**src/rtl/instr_encoder.sv**
```systemverilog
// instr_encoder: packs decoded RV32I fields into raw instruction words,
// tags each word with a sequential address and queues it in a small FIFO.
// Inputs with an out-of-range, misaligned or illegal-type immediate are
// consumed but not queued; they raise a one-cycle error pulse instead.
module instr_encoder #(
  parameter int                DEPTH     = 4,
  parameter int                ADDR_W    = 32,
  parameter logic [ADDR_W-1:0] BASE_ADDR = '0
) (
  input  logic              clk,
  input  logic              rst,
  input  logic              clear,
  input  logic              in_valid,
  output logic              in_ready,
  input  logic [2:0]        in_type,
  input  logic [6:0]        in_opcode,
  input  logic [2:0]        in_funct3,
  input  logic [6:0]        in_funct7,
  input  logic [4:0]        in_rs1,
  input  logic [4:0]        in_rs2,
  input  logic [4:0]        in_rd,
  input  logic [31:0]       in_imm,
  output logic              out_valid,
  input  logic              out_ready,
  output logic [31:0]       out_instr,
  output logic [ADDR_W-1:0] out_addr,
  output logic              err_valid,
  output logic [1:0]        err_code,
  output logic [15:0]       count
);

  localparam int PW = $clog2(DEPTH);

  typedef enum logic [2:0] {
    T_R = 3'd0, T_I = 3'd1, T_S = 3'd2, T_SB = 3'd3, T_U = 3'd4, T_UJ = 3'd5
  } itype_e;

  typedef struct packed {
    logic [31:0]       instr;
    logic [ADDR_W-1:0] addr;
  } entry_t;

  logic signed [31:0] imm_s;
  logic [31:0]        enc;
  logic [1:0]         err_c;
  logic               accept, push, pop, full;

  entry_t             mem [DEPTH];
  logic [PW-1:0]      wr_ptr, rd_ptr;
  logic [PW:0]        occ;
  logic [ADDR_W-1:0]  next_addr;

  assign imm_s = $signed(in_imm);

  // Field packing and immediate legality; range errors win over alignment.
  always_comb begin
    enc   = '0;
    err_c = 2'd0;
    case (in_type)
      T_R: enc = {in_funct7, in_rs2, in_rs1, in_funct3, in_rd, in_opcode};
      T_I: begin
        enc = {in_imm[11:0], in_rs1, in_funct3, in_rd, in_opcode};
        if (imm_s < -32'sd2048 || imm_s > 32'sd2047) err_c = 2'd1;
      end
      T_S: begin
        enc = {in_imm[11:5], in_rs2, in_rs1, in_funct3, in_imm[4:0], in_opcode};
        if (imm_s < -32'sd2048 || imm_s > 32'sd2047) err_c = 2'd1;
      end
      T_SB: begin
        enc = {in_imm[12], in_imm[10:5], in_rs2, in_rs1, in_funct3,
               in_imm[4:1], in_imm[11], in_opcode};
        if (imm_s < -32'sd4096 || imm_s > 32'sd4094) err_c = 2'd1;
        else if (in_imm[0])                          err_c = 2'd2;
      end
      T_U: begin
        enc = {in_imm[31:12], in_rd, in_opcode};
        if (in_imm[11:0] != 12'd0) err_c = 2'd2;
      end
      T_UJ: begin
        enc = {in_imm[20], in_imm[10:1], in_imm[11], in_imm[19:12], in_rd, in_opcode};
        if (imm_s < -32'sd1048576 || imm_s > 32'sd1048574) err_c = 2'd1;
        else if (in_imm[0])                                err_c = 2'd2;
      end
      default: err_c = 2'd3;
    endcase
  end

  // Ready comes only from occupancy, so a same-cycle pop never frees a slot.
  assign full      = (occ == (PW+1)'(DEPTH));
  assign in_ready  = ~full;
  assign out_valid = (occ != '0);
  assign accept    = in_valid & in_ready & ~clear;
  assign push      = accept & (err_c == 2'd0);
  assign pop       = out_valid & out_ready & ~clear;

  // Head is gated so an empty FIFO shows the reset values.
  assign out_instr = out_valid ? mem[rd_ptr].instr : '0;
  assign out_addr  = out_valid ? mem[rd_ptr].addr  : BASE_ADDR;

  // FIFO storage; the tag is the address counter value at push time.
  always_ff @(posedge clk) begin
    if (push) mem[wr_ptr] <= '{instr: enc, addr: next_addr};
  end

  // Pointers, occupancy, address counter and emitted-word count.
  always_ff @(posedge clk or posedge rst) begin
    if (rst) begin
      wr_ptr    <= '0;
      rd_ptr    <= '0;
      occ       <= '0;
      next_addr <= BASE_ADDR;
      count     <= '0;
    end else if (clear) begin
      wr_ptr    <= '0;
      rd_ptr    <= '0;
      occ       <= '0;
      next_addr <= BASE_ADDR;
      count     <= '0;
    end else begin
      if (push) begin
        wr_ptr    <= wr_ptr + PW'(1);
        next_addr <= next_addr + ADDR_W'(4);
      end
      if (pop) begin
        rd_ptr <= rd_ptr + PW'(1);
        count  <= count + 16'd1;
      end
      if (push && !pop)      occ <= occ + (PW+1)'(1);
      else if (pop && !push) occ <= occ - (PW+1)'(1);
    end
  end

  // Error pulse one cycle after a rejected input; the code is sticky.
  always_ff @(posedge clk or posedge rst) begin
    if (rst) begin
      err_valid <= 1'b0;
      err_code  <= 2'd0;
    end else if (clear) begin
      err_valid <= 1'b0;
      err_code  <= 2'd0;
    end else begin
      err_valid <= accept && (err_c != 2'd0);
      if (accept && (err_c != 2'd0)) err_code <= err_c;
    end
  end

endmodule

```
**config.mk**
```make
export PLATFORM = sky130hd
export DESIGN_NAME = instr_encoder
export DESIGN_NICKNAME = d
export VERILOG_FILES = /design/src/rtl/instr_encoder.sv
export SDC_FILE = /design/constraint.sdc
export NUM_CORES = 1
export LEC_CHECK = 0
export BUFFER_PORTS_ARGS = -buffer_cell sky130_fd_sc_hd__buf_2
export CAP_MARGIN = 10
export CORE_MARGIN = 5
export CORE_UTILIZATION = 55
export DETAILED_ROUTE_END_ITERATION = 12
export PLACE_DENSITY = 0.76
export SLEW_MARGIN = 0
export SYNTH_ARGS = -nofsm -noshare
export SYNTH_HDL_FRONTEND = slang
export SYNTH_SLANG_ARGS = --single-unit
```
**constraint.sdc**
```tcl
create_clock -name clk -period 9.8 [get_ports clk]
set_input_delay 0.98 -clock clk [delete_from_list [all_inputs] [get_ports clk]]
set_output_delay 0.98 -clock clk [all_outputs]
set_load 0.05 [all_outputs]
```
; ---- Yosys cells after proc, flatten, opt, wreduce, memory -nomap -nowiden
; Memory sizes are Yosys's and may differ from the RTL's.
; Cells that the tools add are included.
[totals]
ff_bits = 58
mem_bits_rw = 256
inputBits = 72
out_inout_bits = 85
word_cells = 76
n_memories = 1
[op_classes]
add_sub_neg = 6
magnitude_cmp = 6
n_eq_ne = 6
mux = 25
n_bitwise = 7
n_reduce_logical = 18
[memory_table]
columns = memory, depth, word_bits, read_ports, rd_clocked_by_memory_dff, wr, line_no
row1 = mem, 4, 64, 1, 0, 1, 48  ; entry_t mem [DEPTH];
[op_table]
columns = op, n
row1 = 32-bit case mux with 6 select lines, 1
row2 = 32-bit 2-to-1 mux, 4
row3 = 32-bit by 3-bit adder with 32-bit output (second input constant), 1
row4 = 32-bit by 12-bit greater-than comparator with 1-bit output (second input constant), 1
row5 = 32-bit by 13-bit greater-than comparator with 1-bit output (second input constant), 1
row6 = 32-bit by 21-bit greater-than comparator with 1-bit output (second input constant), 1
row7 = 32-bit by 12-bit less-than comparator with 1-bit output (second input constant), 1
row8 = 32-bit by 13-bit less-than comparator with 1-bit output (second input constant), 1
row9 = 32-bit by 21-bit less-than comparator with 1-bit output (second input constant), 1
row10 = 16-bit 2-to-1 mux, 2
row11 = 2-bit 2-to-1 mux, 10
row12 = 16-bit by 1-bit adder with 16-bit output (second input constant), 1
row13 = 12-bit nonzero test, 1
row14 = 2-bit case mux with 5 select lines, 1
row15 = 3-bit equality test (second input constant), 3
row16 = 3-bit 2-to-1 mux, 3
row17 = 2-bit nonzero test, 4
row18 = 3-bit by 2-bit equality test with 1-bit output (second input constant), 2
row19 = 3-bit nonzero test, 2
row20 = 1-bit AND, 5
row21 = 2-bit by 1-bit adder with 2-bit output (second input constant), 2
row22 = 1-bit 2-to-1 mux, 4
row23 = 3-bit by 1-bit adder with 3-bit output (second input constant), 1
row24 = 3-bit by 1-bit equality test with 1-bit output (second input constant), 1
row25 = other kinds (8), 14

; ---- Logic depth before layout (Yosys ltp)
[depth]
depth_word = 11
mapped_depth = 15
depth_no_buf = 12

; ---- Worst setup path after synthesis
; Ideal clock, no wire load.
[synth_path]
path_kind = in2reg
start = input port in_imm[23]
end = memory mem[0][10] (netlist bit), enable pin
setup_ps = 426
t_arrival_ps = 4262
t_required_ps = 9374
path_slack_ps = 5112
stages = 9
path_buffers = 2
path_cell_list = nor4_1 and3_2 nand3_1 o21a_1 or4_4 buf_6 nor2_1 clkbuf_1 and2_1
[synth_via]
elab_chain_len = 8
word_cells_on_any_way = 17
cone_classes = order compare: 6 / mux: 6 / bitwise: 1 / reduce/logical: 4
[synth_rtl]
columns = element, line_no
row1 = start: declaration, 22  ; input logic [31:0] in_imm,
row2 = 32-bit by 21-bit less-than comparator with 1-bit output (tied with other cells), 81  ; if (imm_s < -32'sd1048576 || imm_s > 32'sd1048574) err_c = 2'd1;
row3 = 1-bit logical OR (on tied branches), -
row4 = 2-bit 2-to-1 mux (tied with other cells), 81
row5 = 2-bit case mux with 5 select lines (*), 59  ; case (in_type)
row6 = 2-bit logical NOT (*), 93  ; assign push = accept & (err_c == 2'd0);
row7 = 1-bit AND (*), 93
row8 = 1-bit 2-to-1 mux (*), 102  ; if (push) mem[wr_ptr] <= '{instr: enc, addr: next_addr};
row9 = 1-bit 2-to-1 mux (not written as such) (*), 102
row10 = end: declaration, 48
; Every way passes the cells marked *; elsewhere a longest branch is shown, timed or not.

; ---- Worst setup path in the final report
[layout_path]
start = input port clear
end = memory mem[3][16] (netlist bit), enable pin
[layout_via]
elab_chain_len = 5
[layout_rtl]
columns = element, line_no
row1 = start: declaration, 12  ; input logic clear,
row2 = 1-bit inverter, 92  ; assign accept = in_valid & in_ready & ~clear;
row3 = 1-bit AND, 92
row4 = 1-bit AND, 93
row5 = 1-bit 2-to-1 mux, 102
row6 = 1-bit 2-to-1 mux (not written as such), 102
; Every way passes these cells.

==> results.json <==
{
  "htree_num_levels": 1,
  "start_util": 0.560,
  "row_count": 56,
  "r2r_start": "occ[0]",
  "worstPathCellList": "buf_2, inv_1, and3_1, nand4_1, nor2_1, and2_2, buf_4",
  "drt_iter0_drc": 635,
  "fillers": 1668,
  "grt_pass1_wl_um": 43300,
  "synth_mux_area_frac": 0.122,
  "die-area_um2": 27100,
  "synth_cells": 845,
  "crit_family": "simple AND/OR/NAND/NOR gates",
  "hp-class": "reg -> reg",
  "grt_use_total": 0.207,
  "rsz0062_at_grt": "false",
  "cts_made_buffers": 30,
  "antenna_found_initial": 0,
  "startpoint": "clear",
  "synth_top_area_cell": "edfxtp_1",
  "synth_top_family_by_area": "multiplexers",
  "clock_latency_ns": 0.54,
  "path_class": "in -> reg",
  "place_congestion": 0.902,
  "layoutNonFillerInstCount": 1339,
  "drt-wirelength-per-cell_um": 20.7,
  "die_h_um": 165,
  "pwr_density_cell_nw_per_um2": 259,
  "seq_area_frac_synth": 0.673,
  "p_total_w": 0.00392,
  "cp_max_fo": 38,
  "synth-simple-area-share": 0.116,
  "clk_path_buf_depth": 3,
  "p_switching_w": 0.00144,
  "swShare": 0.366,
  "slew_headroom": 0.369,
  "yosysUniqueCellTypes": 61,
  "yosysWarnings": 0,
  "power.internal_w": 0.00249,
  "worstSetupEndpointType": "flip-flop",
  "netlist_area_um2": 13100,
  "max_stage_delay_ns": 0.93,
  "power_frac_clock": 0.287,
  "synth_async_sr_flop_share": 0.184,
  "hold_buffers": 0,
  "cts_tree": "yes",
  "wl_um": 27700,
  "die_w_um": 165,
  "routed_via_density": 5.81,
  "period_minus_slack_ns": 5.00,
  "seqPwrFrac": 0.376,
  "dp.cells": 1283,
  "hold_viol": 0,
  "post_cts.repair.setup_buffers": 0,
  "area_growth_pct": 15.5,
  "syn_area_per_cell_um2": 15.5,
  "grt_pass1_vias": 7803,
  "synth_xor_xnor_area_share": 0.0187,
  "grt_overflow": 0,
  "crit_arrival_ns": 5.17,
  "setup_viol": 0,
  "path_clk_slew_ns": 0.06,
  "cp-start-kind": "input pin",
  "drv_slew": 0,
  "vdd_ir_drop_max_uv": 155,
  "stdcell_area_um2": 15200,
  "hpwl_um": 17800,
  "synthAdderAreaFrac": 0.00724,
  "drc": 0,
  "status": "complete, no violations",
  "fin_crit_sh": 0.510,
  "skew_ns": 0.00954,
  "drive_gt1_frac": 0.283,
  "synth_top_area_frac": 0.567,
  "p_leak_nw": 5.67,
  "ys.flop_type": "edfxtp_1",
  "required_ns": 9.97,
  "dr_total_vias": 7779,
  "nets": 1075,
  "drtPass1Iterations": 5,
  "grt_max_degree": 63,
  "place_area_um2": 14200,
  "crit_buf_inv": 3,
  "fin_util": 0.646,
  "cts_resized": 0,
  "cts-root-buf": "clkbuf_16",
  "critPathSlowestCell": "nor2_1",
  "combPwrFrac": 0.337,
  "coreArea_um2": 23500,
  "pin_count": 157,
  "synth-edff-count": 248,
  "maxCapViolCount": 0,
  "fmax_mhz": 200,
  "clock-sinks": 304,
  "synth-compound-area-share": 0.0394,
  "synthTopCellsByArea": "edfxtp_1, dfrtp_1, mux4_2",
  "fin_setup_tns_ns": 0,
  "ant_nets": 0,
  "port_buffers": 154,
  "ys_seq_elements": 304,
  "tightest_slew_ns": 0.947,
  "hp-start": "occ[1]"
}
[kinds of logic (layout without fill, tap and decap cells)]
family | after synthesis | after routing
DFF | 304 | 304
and+or+nand+nor | 277 | 277
muxes | 82 | 82
AOI/OAI and AO/OA | 75 | 75
buffers and inverters | 71 | 244
xor gates and xnor gates | 28 | 28
adders and majority gates | 7 | 7
other | 1 | 3
[final cells by class]
cell class,instances,area [um^2],area share
sequential,304,8850,0.583
multi-input combinational,471,4000,0.264
timing repair buffer,163,838,0.0552
clock buffer,34,787,0.0519
tap,319,399,0.0263
clock inverter,21,194,0.0128
inverter,26,97.6,0.00643
antenna,1,2.50,0.000165
[worst paths after layout]
check / end / cells past startpoint / slack [ns]
worst min-delay path: occ[1] / 1 / 0.54
worst max-delay path: mem[3][16] / 7 / 4.80
min in group asynchronous: count[13] / 3 / 0.62
worst min register to register: occ[1] / 1 / 0.54
worst max register to register: mem[3][16] / 7 / 5.55
max in group asynchronous: rd_ptr[0] / 3 / 8.62
[through the flow]
stage | worst slack (ns) | hold WS (ns)
global route | 4.50 | 0.574
finish | 4.80 | 0.538
floorplan | 5.11 | 0.489
detailed placement | 4.24 | 0.518
global placement | 4.38 | 0.514
CTS | 4.81 | 0.533
[flip-flops by register name, indices dropped and copies added (netlist names)]
register	flops
count	16
err_code	2
err_valid	1
mem	248
next_addr	30
occ	3
rd_ptr	2
wr_ptr	2
[synth_stat cells, types with 2 or more instances]
cell type	instances
o21a_1	3
a22oi_1	17
o21ai_0	16
nand4_1	12
and2_1	79
nor3_1	10
nor3_2	2
nor4_2	3
nor4_1	14
ha_1	6
and3_1	11
nand3b_1	6
buf_4	2
xnor2_1	17
xor2_1	11
buf_1	12
clkbuf_1	27
nor3b_1	3
a22o_1	4
nand3_1	26
and4_1	6
edfxtp_1	248
a21oi_1	4
dfrtp_1	56
nor2_1	39
nand2_1	50
nor2b_1	7
buf_6	3
or2_2	2
mux2i_1	15
inv_1	25
mux2_2	4
o22ai_1	15
mux4_2	62
a31oi_1	2
[power groups by stage]
stage	sequential, W	combinational, W	clock, W
2_1_floorplan	0.00147	0.00105	0
3_3_place_gp	0.00150	0.00133	0
3_5_place_dp	0.00150	0.00134	0
4_1_cts	0.00148	0.00134	0.00115
5_1_grt	0.00148	0.00140	0.00121
6_report	0.00147	0.00132	0.00113
[layout by cell type, fill, tap and decap left out, types with 3 or more instances in the layout]
cell / instances
clkbuf_16: 31
mux2_2: 4
and3_1: 11
edfxtp_1: 248
inv_1: 24
o22ai_1: 15
a22oi_1: 17
clkbuf_1: 3
mux2i_1: 15
nor3b_1: 3
ha_1: 6
nand3_1: 26
and2_1: 75
nand2_1: 50
mux4_2: 62
o21a_1: 3
nor2b_1: 7
nand3b_1: 6
nor3_1: 10
xor2_1: 11
clkinv_1: 12
nor4_2: 3
buf_2: 154
bufinv_16: 4
dfrtp_1: 54
clkinv_2: 5
a22o_1: 4
and2_2: 4
nor2_1: 39
and4_1: 6
nor4_1: 14
nand4_1: 12
xnor2_1: 17
o21ai_0: 16
a21oi_1: 4
buf_4: 9
[worst register-to-register path, cell delays in order, from the launching register on]
cell and delay (ns):
dfrtp_1 0.39, inv_1 0.09, nand3_1 0.18, and3_1 0.25
nand4_1 0.66, nor2_1 0.93, and2_2 0.80, buf_4 0.56
[metal layers]
layer,global-route usage,share of wire,vias to the layer above
met3,0.0297,0.067,42
met1,0.292,0.41,3884
met4,0.0560,0.020,0
met2,0.345,0.50,310
li1,-,-,3543
met5,0,0,-
(Power assumes the default switching activity.)
